<file path="src/rtl/buffer_access_arbiter_if.sv">
// rtl/buffer_access_arbiter_if.sv - buffer port bundle between the access arbiter and the bank memory
`ifndef N_PE
`define N_PE 4
`endif
`ifndef ADDR_RAM
`define ADDR_RAM 8
`endif
`ifndef WID_RAM
`define WID_RAM 8
`endif
`ifndef WID_PE_BITS
`define WID_PE_BITS 8
`endif

interface buffer_access_arbiter_if #(
   parameter int N_PE        = `N_PE,
   parameter int ADDR_RAM    = `ADDR_RAM,
   parameter int WID_RAM     = `WID_RAM,
   parameter int WID_PE_BITS = `WID_PE_BITS
);
   logic                        mode;
   logic [N_PE-1:0]             m0_r_en;
   logic [ADDR_RAM-1:0]         m0_r_addr;
   logic [N_PE-1:0]             m0_w_en;
   logic [ADDR_RAM-1:0]         m0_w_addr;
   logic [WID_RAM-1:0]          m0_w_data;
   logic [WID_RAM*N_PE-1:0]     m0_r_data;
   logic                        m1_r_en;
   logic [ADDR_RAM-1:0]         m1_r_addr;
   logic                        m1_w_en;
   logic [ADDR_RAM-1:0]         m1_w_addr;
   logic [WID_PE_BITS*N_PE-1:0] m1_input_bus;
   logic [WID_PE_BITS*N_PE-1:0] m1_output_bus;

   modport master (
      output mode, m0_r_en, m0_r_addr, m0_w_en, m0_w_addr, m0_w_data,
      output m1_r_en, m1_r_addr, m1_w_en, m1_w_addr, m1_input_bus,
      input  m0_r_data, m1_output_bus
   );

   modport slave (
      input  mode, m0_r_en, m0_r_addr, m0_w_en, m0_w_addr, m0_w_data,
      input  m1_r_en, m1_r_addr, m1_w_en, m1_w_addr, m1_input_bus,
      output m0_r_data, m1_output_bus
   );
endinterface

</file>
<file path="src/rtl/buffer_access_arbiter.sv">
// rtl/buffer_access_arbiter.sv - burst arbiter between loader (per-bank port) and PE engine (wide port)
`ifndef N_PE
`define N_PE 4
`endif
`ifndef ADDR_RAM
`define ADDR_RAM 8
`endif
`ifndef WID_RAM
`define WID_RAM 8
`endif
`ifndef WID_PE_BITS
`define WID_PE_BITS 8
`endif

module buffer_access_arbiter #(
   parameter int N_PE        = `N_PE,
   parameter int ADDR_RAM    = `ADDR_RAM,
   parameter int WID_RAM     = `WID_RAM,
   parameter int WID_PE_BITS = `WID_PE_BITS,
   parameter int MAX_BURST   = 16
) (
   input  logic                        clk,
   input  logic                        rst,
   input  logic                        ld_req,
   input  logic                        ld_we,
   input  logic [$clog2(N_PE)-1:0]     ld_bank,
   input  logic [ADDR_RAM-1:0]         ld_addr,
   input  logic [WID_RAM-1:0]          ld_wdata,
   output logic                        ld_gnt,
   output logic                        ld_rvalid,
   output logic [WID_RAM-1:0]          ld_rdata,
   input  logic                        pe_req,
   input  logic                        pe_we,
   input  logic [ADDR_RAM-1:0]         pe_addr,
   input  logic [WID_PE_BITS*N_PE-1:0] pe_wdata,
   output logic                        pe_gnt,
   output logic                        pe_rvalid,
   output logic [WID_PE_BITS*N_PE-1:0] pe_rdata,
   buffer_access_arbiter_if.master     bif
);
   localparam int BANK_W = $clog2(N_PE);
   localparam int CNT_W  = $clog2(MAX_BURST + 1);
   localparam logic [CNT_W-1:0] MAX_CNT = CNT_W'(MAX_BURST);

   typedef enum logic [1:0] {IDLE, OWN0, OWN1, TURN} state_t;

   state_t            state_q, state_d;
   logic              mode_q, mode_d;
   logic [CNT_W-1:0]  burst_cnt_q, burst_cnt_d;
   logic              ld_rvalid_q, ld_rvalid_d;
   logic [BANK_W-1:0] ld_rbank_q, ld_rbank_d;
   logic              pe_rvalid_q, pe_rvalid_d;
   logic              ld_acc, pe_acc;
   logic [N_PE-1:0]   bank_onehot;

   assign ld_gnt = (state_q == OWN0);
   assign pe_gnt = (state_q == OWN1);
   assign ld_acc = ld_req & ld_gnt;
   assign pe_acc = pe_req & pe_gnt;

   // Ownership FSM: the burst limit is judged on the post-access count so the MAX_BURST-th access is the last one
   always_comb begin
      state_d     = state_q;
      mode_d      = mode_q;
      burst_cnt_d = burst_cnt_q;
      if ((ld_acc || pe_acc) && (burst_cnt_q != MAX_CNT))
         burst_cnt_d = burst_cnt_q + CNT_W'(1);
      case (state_q)
         IDLE: begin
            if (ld_req) begin
               state_d     = OWN0;
               mode_d      = 1'b0;
               burst_cnt_d = '0;
            end else if (pe_req) begin
               state_d     = OWN1;
               mode_d      = 1'b1;
               burst_cnt_d = '0;
            end
         end
         OWN0: if (pe_req && ((burst_cnt_d == MAX_CNT) || !ld_acc)) state_d = TURN;
         OWN1: if (ld_req && ((burst_cnt_d == MAX_CNT) || !pe_acc)) state_d = TURN;
         TURN: begin
            burst_cnt_d = '0;
            state_d     = mode_q ? OWN0 : OWN1;
            mode_d      = ~mode_q;
         end
         default: state_d = IDLE;
      endcase
   end

   // Buffer strobes, addresses and data are driven only for the access actually taking place
   always_comb begin
      bank_onehot          = '0;
      bank_onehot[ld_bank] = 1'b1;
      bif.m0_w_en      = (ld_acc &&  ld_we) ? bank_onehot : '0;
      bif.m0_r_en      = (ld_acc && !ld_we) ? bank_onehot : '0;
      bif.m0_w_addr    = (ld_acc &&  ld_we) ? ld_addr : '0;
      bif.m0_w_data    = (ld_acc &&  ld_we) ? ld_wdata : '0;
      bif.m0_r_addr    = (ld_acc && !ld_we) ? ld_addr : '0;
      bif.m1_w_en      = pe_acc &&  pe_we;
      bif.m1_r_en      = pe_acc && !pe_we;
      bif.m1_w_addr    = (pe_acc &&  pe_we) ? pe_addr : '0;
      bif.m1_input_bus = (pe_acc &&  pe_we) ? pe_wdata : '0;
      bif.m1_r_addr    = (pe_acc && !pe_we) ? pe_addr : '0;
   end

   // Read-return bookkeeping: remember which bank the loader read so the right lane is returned
   always_comb begin
      ld_rvalid_d = ld_acc && !ld_we;
      ld_rbank_d  = ld_rvalid_d ? ld_bank : ld_rbank_q;
      pe_rvalid_d = pe_acc && !pe_we;
   end

   // State and return registers; reset drops any read still in flight
   always_ff @(posedge clk or posedge rst) begin
      if (rst) begin
         state_q     <= IDLE;
         mode_q      <= 1'b0;
         burst_cnt_q <= '0;
         ld_rvalid_q <= 1'b0;
         ld_rbank_q  <= '0;
         pe_rvalid_q <= 1'b0;
      end else begin
         state_q     <= state_d;
         mode_q      <= mode_d;
         burst_cnt_q <= burst_cnt_d;
         ld_rvalid_q <= ld_rvalid_d;
         ld_rbank_q  <= ld_rbank_d;
         pe_rvalid_q <= pe_rvalid_d;
      end
   end

   assign bif.mode  = mode_q;
   assign ld_rvalid = ld_rvalid_q;
   assign pe_rvalid = pe_rvalid_q;
   assign ld_rdata  = ld_rvalid_q ? bif.m0_r_data[ld_rbank_q*WID_RAM +: WID_RAM] : '0;
   assign pe_rdata  = pe_rvalid_q ? bif.m1_output_bus : '0;
endmodule
</file>
<file path="src/flat_wrapper.sv">
// flat-port wrapper written by rule: the top's interface ports become plain ports
module buffer_access_arbiter_flat 
#(
   parameter int N_PE        = `N_PE,
   parameter int ADDR_RAM    = `ADDR_RAM,
   parameter int WID_RAM     = `WID_RAM,
   parameter int WID_PE_BITS = `WID_PE_BITS,
   parameter int MAX_BURST   = 16
)
  (clk, rst, ld_req, ld_we, ld_bank, ld_addr, ld_wdata, ld_gnt, ld_rvalid, ld_rdata, pe_req, pe_we, pe_addr, pe_wdata, pe_gnt, pe_rvalid, pe_rdata, bif_mode, bif_m0_r_en, bif_m0_r_addr, bif_m0_w_en, bif_m0_w_addr, bif_m0_w_data, bif_m1_r_en, bif_m1_r_addr, bif_m1_w_en, bif_m1_w_addr, bif_m1_input_bus, bif_m0_r_data, bif_m1_output_bus);
  buffer_access_arbiter_if #(.N_PE(N_PE), .ADDR_RAM(ADDR_RAM), .WID_RAM(WID_RAM), .WID_PE_BITS(WID_PE_BITS)) bif_i ();
  input  logic clk;
  input  logic rst;
  input  logic ld_req;
  input  logic ld_we;
  input  logic [$clog2(N_PE)-1:0] ld_bank;
  input  logic [ADDR_RAM-1:0] ld_addr;
  input  logic [WID_RAM-1:0] ld_wdata;
  output logic ld_gnt;
  output logic ld_rvalid;
  output logic [WID_RAM-1:0] ld_rdata;
  input  logic pe_req;
  input  logic pe_we;
  input  logic [ADDR_RAM-1:0] pe_addr;
  input  logic [WID_PE_BITS*N_PE-1:0] pe_wdata;
  output logic pe_gnt;
  output logic pe_rvalid;
  output logic [WID_PE_BITS*N_PE-1:0] pe_rdata;
  output wire logic [$bits(bif_i.mode)-1:0] bif_mode;
  output wire logic [$bits(bif_i.m0_r_en)-1:0] bif_m0_r_en;
  output wire logic [$bits(bif_i.m0_r_addr)-1:0] bif_m0_r_addr;
  output wire logic [$bits(bif_i.m0_w_en)-1:0] bif_m0_w_en;
  output wire logic [$bits(bif_i.m0_w_addr)-1:0] bif_m0_w_addr;
  output wire logic [$bits(bif_i.m0_w_data)-1:0] bif_m0_w_data;
  output wire logic [$bits(bif_i.m1_r_en)-1:0] bif_m1_r_en;
  output wire logic [$bits(bif_i.m1_r_addr)-1:0] bif_m1_r_addr;
  output wire logic [$bits(bif_i.m1_w_en)-1:0] bif_m1_w_en;
  output wire logic [$bits(bif_i.m1_w_addr)-1:0] bif_m1_w_addr;
  output wire logic [$bits(bif_i.m1_input_bus)-1:0] bif_m1_input_bus;
  input wire logic [$bits(bif_i.m0_r_data)-1:0] bif_m0_r_data;
  input wire logic [$bits(bif_i.m1_output_bus)-1:0] bif_m1_output_bus;
  assign bif_mode = bif_i.mode;
  assign bif_m0_r_en = bif_i.m0_r_en;
  assign bif_m0_r_addr = bif_i.m0_r_addr;
  assign bif_m0_w_en = bif_i.m0_w_en;
  assign bif_m0_w_addr = bif_i.m0_w_addr;
  assign bif_m0_w_data = bif_i.m0_w_data;
  assign bif_m1_r_en = bif_i.m1_r_en;
  assign bif_m1_r_addr = bif_i.m1_r_addr;
  assign bif_m1_w_en = bif_i.m1_w_en;
  assign bif_m1_w_addr = bif_i.m1_w_addr;
  assign bif_m1_input_bus = bif_i.m1_input_bus;
  assign bif_i.m0_r_data = bif_m0_r_data;
  assign bif_i.m1_output_bus = bif_m1_output_bus;
  buffer_access_arbiter #(.N_PE(N_PE), .ADDR_RAM(ADDR_RAM), .WID_RAM(WID_RAM), .WID_PE_BITS(WID_PE_BITS), .MAX_BURST(MAX_BURST)) u_core (.clk(clk), .rst(rst), .ld_req(ld_req), .ld_we(ld_we), .ld_bank(ld_bank), .ld_addr(ld_addr), .ld_wdata(ld_wdata), .ld_gnt(ld_gnt), .ld_rvalid(ld_rvalid), .ld_rdata(ld_rdata), .pe_req(pe_req), .pe_we(pe_we), .pe_addr(pe_addr), .pe_wdata(pe_wdata), .pe_gnt(pe_gnt), .pe_rvalid(pe_rvalid), .pe_rdata(pe_rdata), .bif(bif_i));
endmodule
</file>
<file path="config.mk">
export PLATFORM = sky130hd
export DESIGN_NAME = buffer_access_arbiter_flat
export DESIGN_NICKNAME = d
export VERILOG_FILES = /design/src/rtl/buffer_access_arbiter_if.sv /design/src/rtl/buffer_access_arbiter.sv /design/src/flat_wrapper.sv
export SDC_FILE = /design/constraint.sdc
export NUM_CORES = 1
export LEC_CHECK = 0
export BUFFER_PORTS_ARGS = -buffer_cell sky130_fd_sc_hd__buf_2
export CORE_AREA = 3 3 98 100
export CTS_CLUSTER_SIZE = 16
export DETAILED_ROUTE_END_ITERATION = 16
export DIE_AREA = 0 0 101 103
export GPL_TIMING_DRIVEN = 0
export PLACE_DENSITY_LB_ADDON = 0.12
export SETUP_SLACK_MARGIN = 0.2
export SLEW_MARGIN = 20
export SYNTH_ARGS = -nofsm -noshare
export SYNTH_HDL_FRONTEND = slang
export SYNTH_SLANG_ARGS = --single-unit
</file>
<file path="constraint.sdc">
create_clock -name clk -period 4.6 [get_ports clk]
set_clock_uncertainty 0.05 [all_clocks]
set_input_delay 0 -clock clk [delete_from_list [all_inputs] [get_ports clk]]
set_output_delay 0 -clock clk [all_outputs]
set_load 0.02 [all_outputs]
</file>
==> results_dict.tcl <==
set metrics [dict create \
    status "completed" \
    die_y_um 103 \
    wl_um 7060 \
    rr_worst_depth 7 \
    min-delay-start "ld_req" \
    grt_pass1_wl_um 9810 \
    synth_area_um2 1800 \
    worstSetupEndpointType "primary output" \
    clk_latency_ns 0.24 \
    cts_sinks 12 \
    critPathBufInv 5 \
    die_area_um2 10400 \
    routabilityCongestion 0.755 \
    setup_viol 0 \
    clk_path_buf_depth 2 \
    io_buffers 253 \
    synth.distinct_cells 35 \
    antennaDiodeCount 0 \
    num_vias 2416 \
    ys_warn_count 0 \
    r2r_slack_ns 2.26 \
    worstMarginPinSlew_ns 0.545 \
    post-dp-hpwl_um 6290 \
    first_iter_violations 41 \
    initial_core_util 0.205 \
    stdcell_count 603 \
    io_pins 255 \
    rr_startpoint "u_core.state_q[0]" \
    die_x_um 101 \
    syn_area_per_cell_um2 7.68 \
    fp.coreArea_um2 8760 \
    setup_tns_ns 0 \
    postPlaceCellArea_um2 3200 \
    layout_commonest_cell "buf_2" \
    layout_common_cells "buf_2, and2_1, nor2_1" \
    critical_path.startpoint "u_core.state_q[1]" \
    ant_nets 0 \
    maxCapViolations 0 \
    fin_area_um2 3290 \
    worst_path_max_delay_cell "dfrtp_1" \
    critPathLaunchType "flip-flop" \
    path_cells "inv_1, ha_1, nand2_1, or2_2, clkbuf_1, inv_1, clkbuf_1, and2_1, buf_2" \
    cts_htree_levels 1 \
    final_hold_viol_count 0 \
    cp_max_fo 10 \
    period_needed_ns 2.35 \
    crit_required_ns 4.55 \
    p_leak_nw 2.06 \
    drive_gt1_frac 0.554 \
    grt_max_degree 13 \
    syn_inst 234 \
    slew_headroom 0.637 \
    fmax_mhz 425 \
    viasPerCell 4.01 \
    synth_seq_cells 12 \
    overflow 0 \
    cts_tree "done" \
    min_path_cells 2 \
    rsz0062_at_grt "false" \
    syn_to_final_growth_pct 83.2 \
    first_pass_iters 4 \
    dp.cells 595 \
    grt.total_usage 0.115 \
    clockRootBuffer "clkbuf_8" \
    peakVddDrop_uv 117 \
    rows 34 \
    synth_seq_area_share 0.167 \
    timing.hold.ws_ns 0.0512 \
    cts_resized 0 \
    rr_endpoint "u_core.state_q[1]" \
    timing.final.crit_share 0.512 \
    cellPowerDensity_nw_per_um2 296 \
    cts_buffers 3 \
    cp_slowest_stage_delay_ns 0.41 \
    clk_pin_slew_ns 0.05 \
    worstPathArrival_ns 2.30 \
    antenna_found_initial 0 \
    synth_fp_nets 368 \
    slew_viol_final 0 \
    routedWlPerCell_um 11.7 \
    min_to "u_core.bif.mode" \
    path_delay_family "buffers and inverters" \
    finalNetCount 630 \
    grt_pass1_vias 2118 \
    remaining_drc_errors 0 \
    critPathKind "flip-flop to primary output" \
    hold_class "primary input to flip-flop" \
]
[sequential cells by signal (all words and copies together) (netlist names)]
name                count
u_core.burst_cnt_q      5
u_core.bif.mode         1
u_core.ld_rbank_q       2
u_core.state_q          2
u_core.ld_rvalid        1
u_core.pe_rvalid        1
[metal layers]
| layer | global-route usage | wire length (µm) |
|---|---|---|
| met1 | 0.135 | 2620 |
| met2 | 0.223 | 3880 |
| met3 | 0.0122 | 520 |
| met4 | 0.0276 | 47 |
| met5 | 0 | 0 |
[Yosys cell counts]
library cell | count | area [µm²]
mux2i_1 | 2 | 20.0
nand3_2 | 1 | 10.0
nand3_1 | 1 | 5.00
a21oi_1 | 3 | 15.0
nand4_1 | 1 | 6.26
clkbuf_1 | 12 | 45.0
nor4bb_4 | 1 | 25.0
o32ai_1 | 1 | 8.76
or2b_1 | 1 | 7.51
a22oi_2 | 1 | 12.5
or2_2 | 1 | 6.26
nand2_1 | 14 | 52.6
xnor2_1 | 2 | 17.5
nor4_2 | 1 | 12.5
a31oi_1 | 1 | 6.26
inv_1 | 9 | 33.8
a221oi_2 | 1 | 15.0
a22o_1 | 1 | 8.76
nor4b_2 | 1 | 15.0
dfrtp_1 | 12 | 300
a211oi_1 | 1 | 7.51
ha_1 | 6 | 75.1
o21ai_0 | 1 | 5.00
mux4_2 | 8 | 180
mux2_1 | 1 | 11.3
xor2_1 | 2 | 17.5
buf_2 | 2 | 10.0
nor2_1 | 18 | 67.6
nor3_1 | 4 | 20.0
and3_1 | 4 | 25.0
and2_1 | 112 | 701
nand2b_1 | 5 | 31.3
a22oi_1 | 1 | 7.51
o21a_1 | 1 | 7.51
and3b_1 | 1 | 8.76
[how the worst max path moves through the flow]
stage	cells after the start	slack [ns]	end
3_3_place_gp	7	2.23	u_core.state_q[1]
3_5_place_dp	7	2.26	u_core.state_q[1]
2_1_floorplan	7	2.37	u_core.state_q[1]
6_report	9	2.25	bif_m0_r_addr[5]
4_1_cts	9	2.21	bif_m0_r_addr[5]
5_1_grt	9	2.00	bif_m0_r_addr[5]
[per-stage QoR]
step,power (W),utilization,setup slack [ns]
floorplan,0.000650,-,2.37
global placement,0.000864,0.365,2.23
detailed placement,0.000871,0.365,2.26
CTS,0.000991,0.376,2.21
global route,0.00106,0.376,2.00
finish,0.000975,0.376,2.25
[final cells by class]
cell class | instances | area [µm²]
repair buffers | 257 | 1310
inverters | 9 | 33.8
well taps | 108 | 135
plain buffers | 14 | 55.1
multi-input cells | 199 | 1410
flip-flops and latches | 12 | 300
clock buffers | 4 | 55.1
fillers | 934 | 5470
[report_power, final]
part / switching (W) / internal [W] / total [W]
combinational: 0.000392 / 0.000306 / 0.000698
sequential: 0.0000272 / 0.000136 / 0.000163
clock: 0.0000377 / 0.0000755 / 0.000113
total: 0.000457 / 0.000517 / 0.000975
[cells by family (layout without fill, tap and decap cells)]
kind of cell    count (synthesis)  after routing  synth area share
simple gates                  166            166             0.553
buf+inv                        23            284            0.0494
compound gates                 12             12            0.0522
flops                          12             12             0.167
mux                            11             11             0.118
fa+ha+maj                       6              6            0.0418
xor+xnor                        4              4            0.0195
[repair_timing]
action / 4_1_cts / 5_1_grt
setup buffers: 0 / 0
endpoints found under the setup margin: 0 / 0
hold buffers: 4 / 0
endpoints found under the hold margin: 15 / 0
Power figures use the tool's default switching activity.
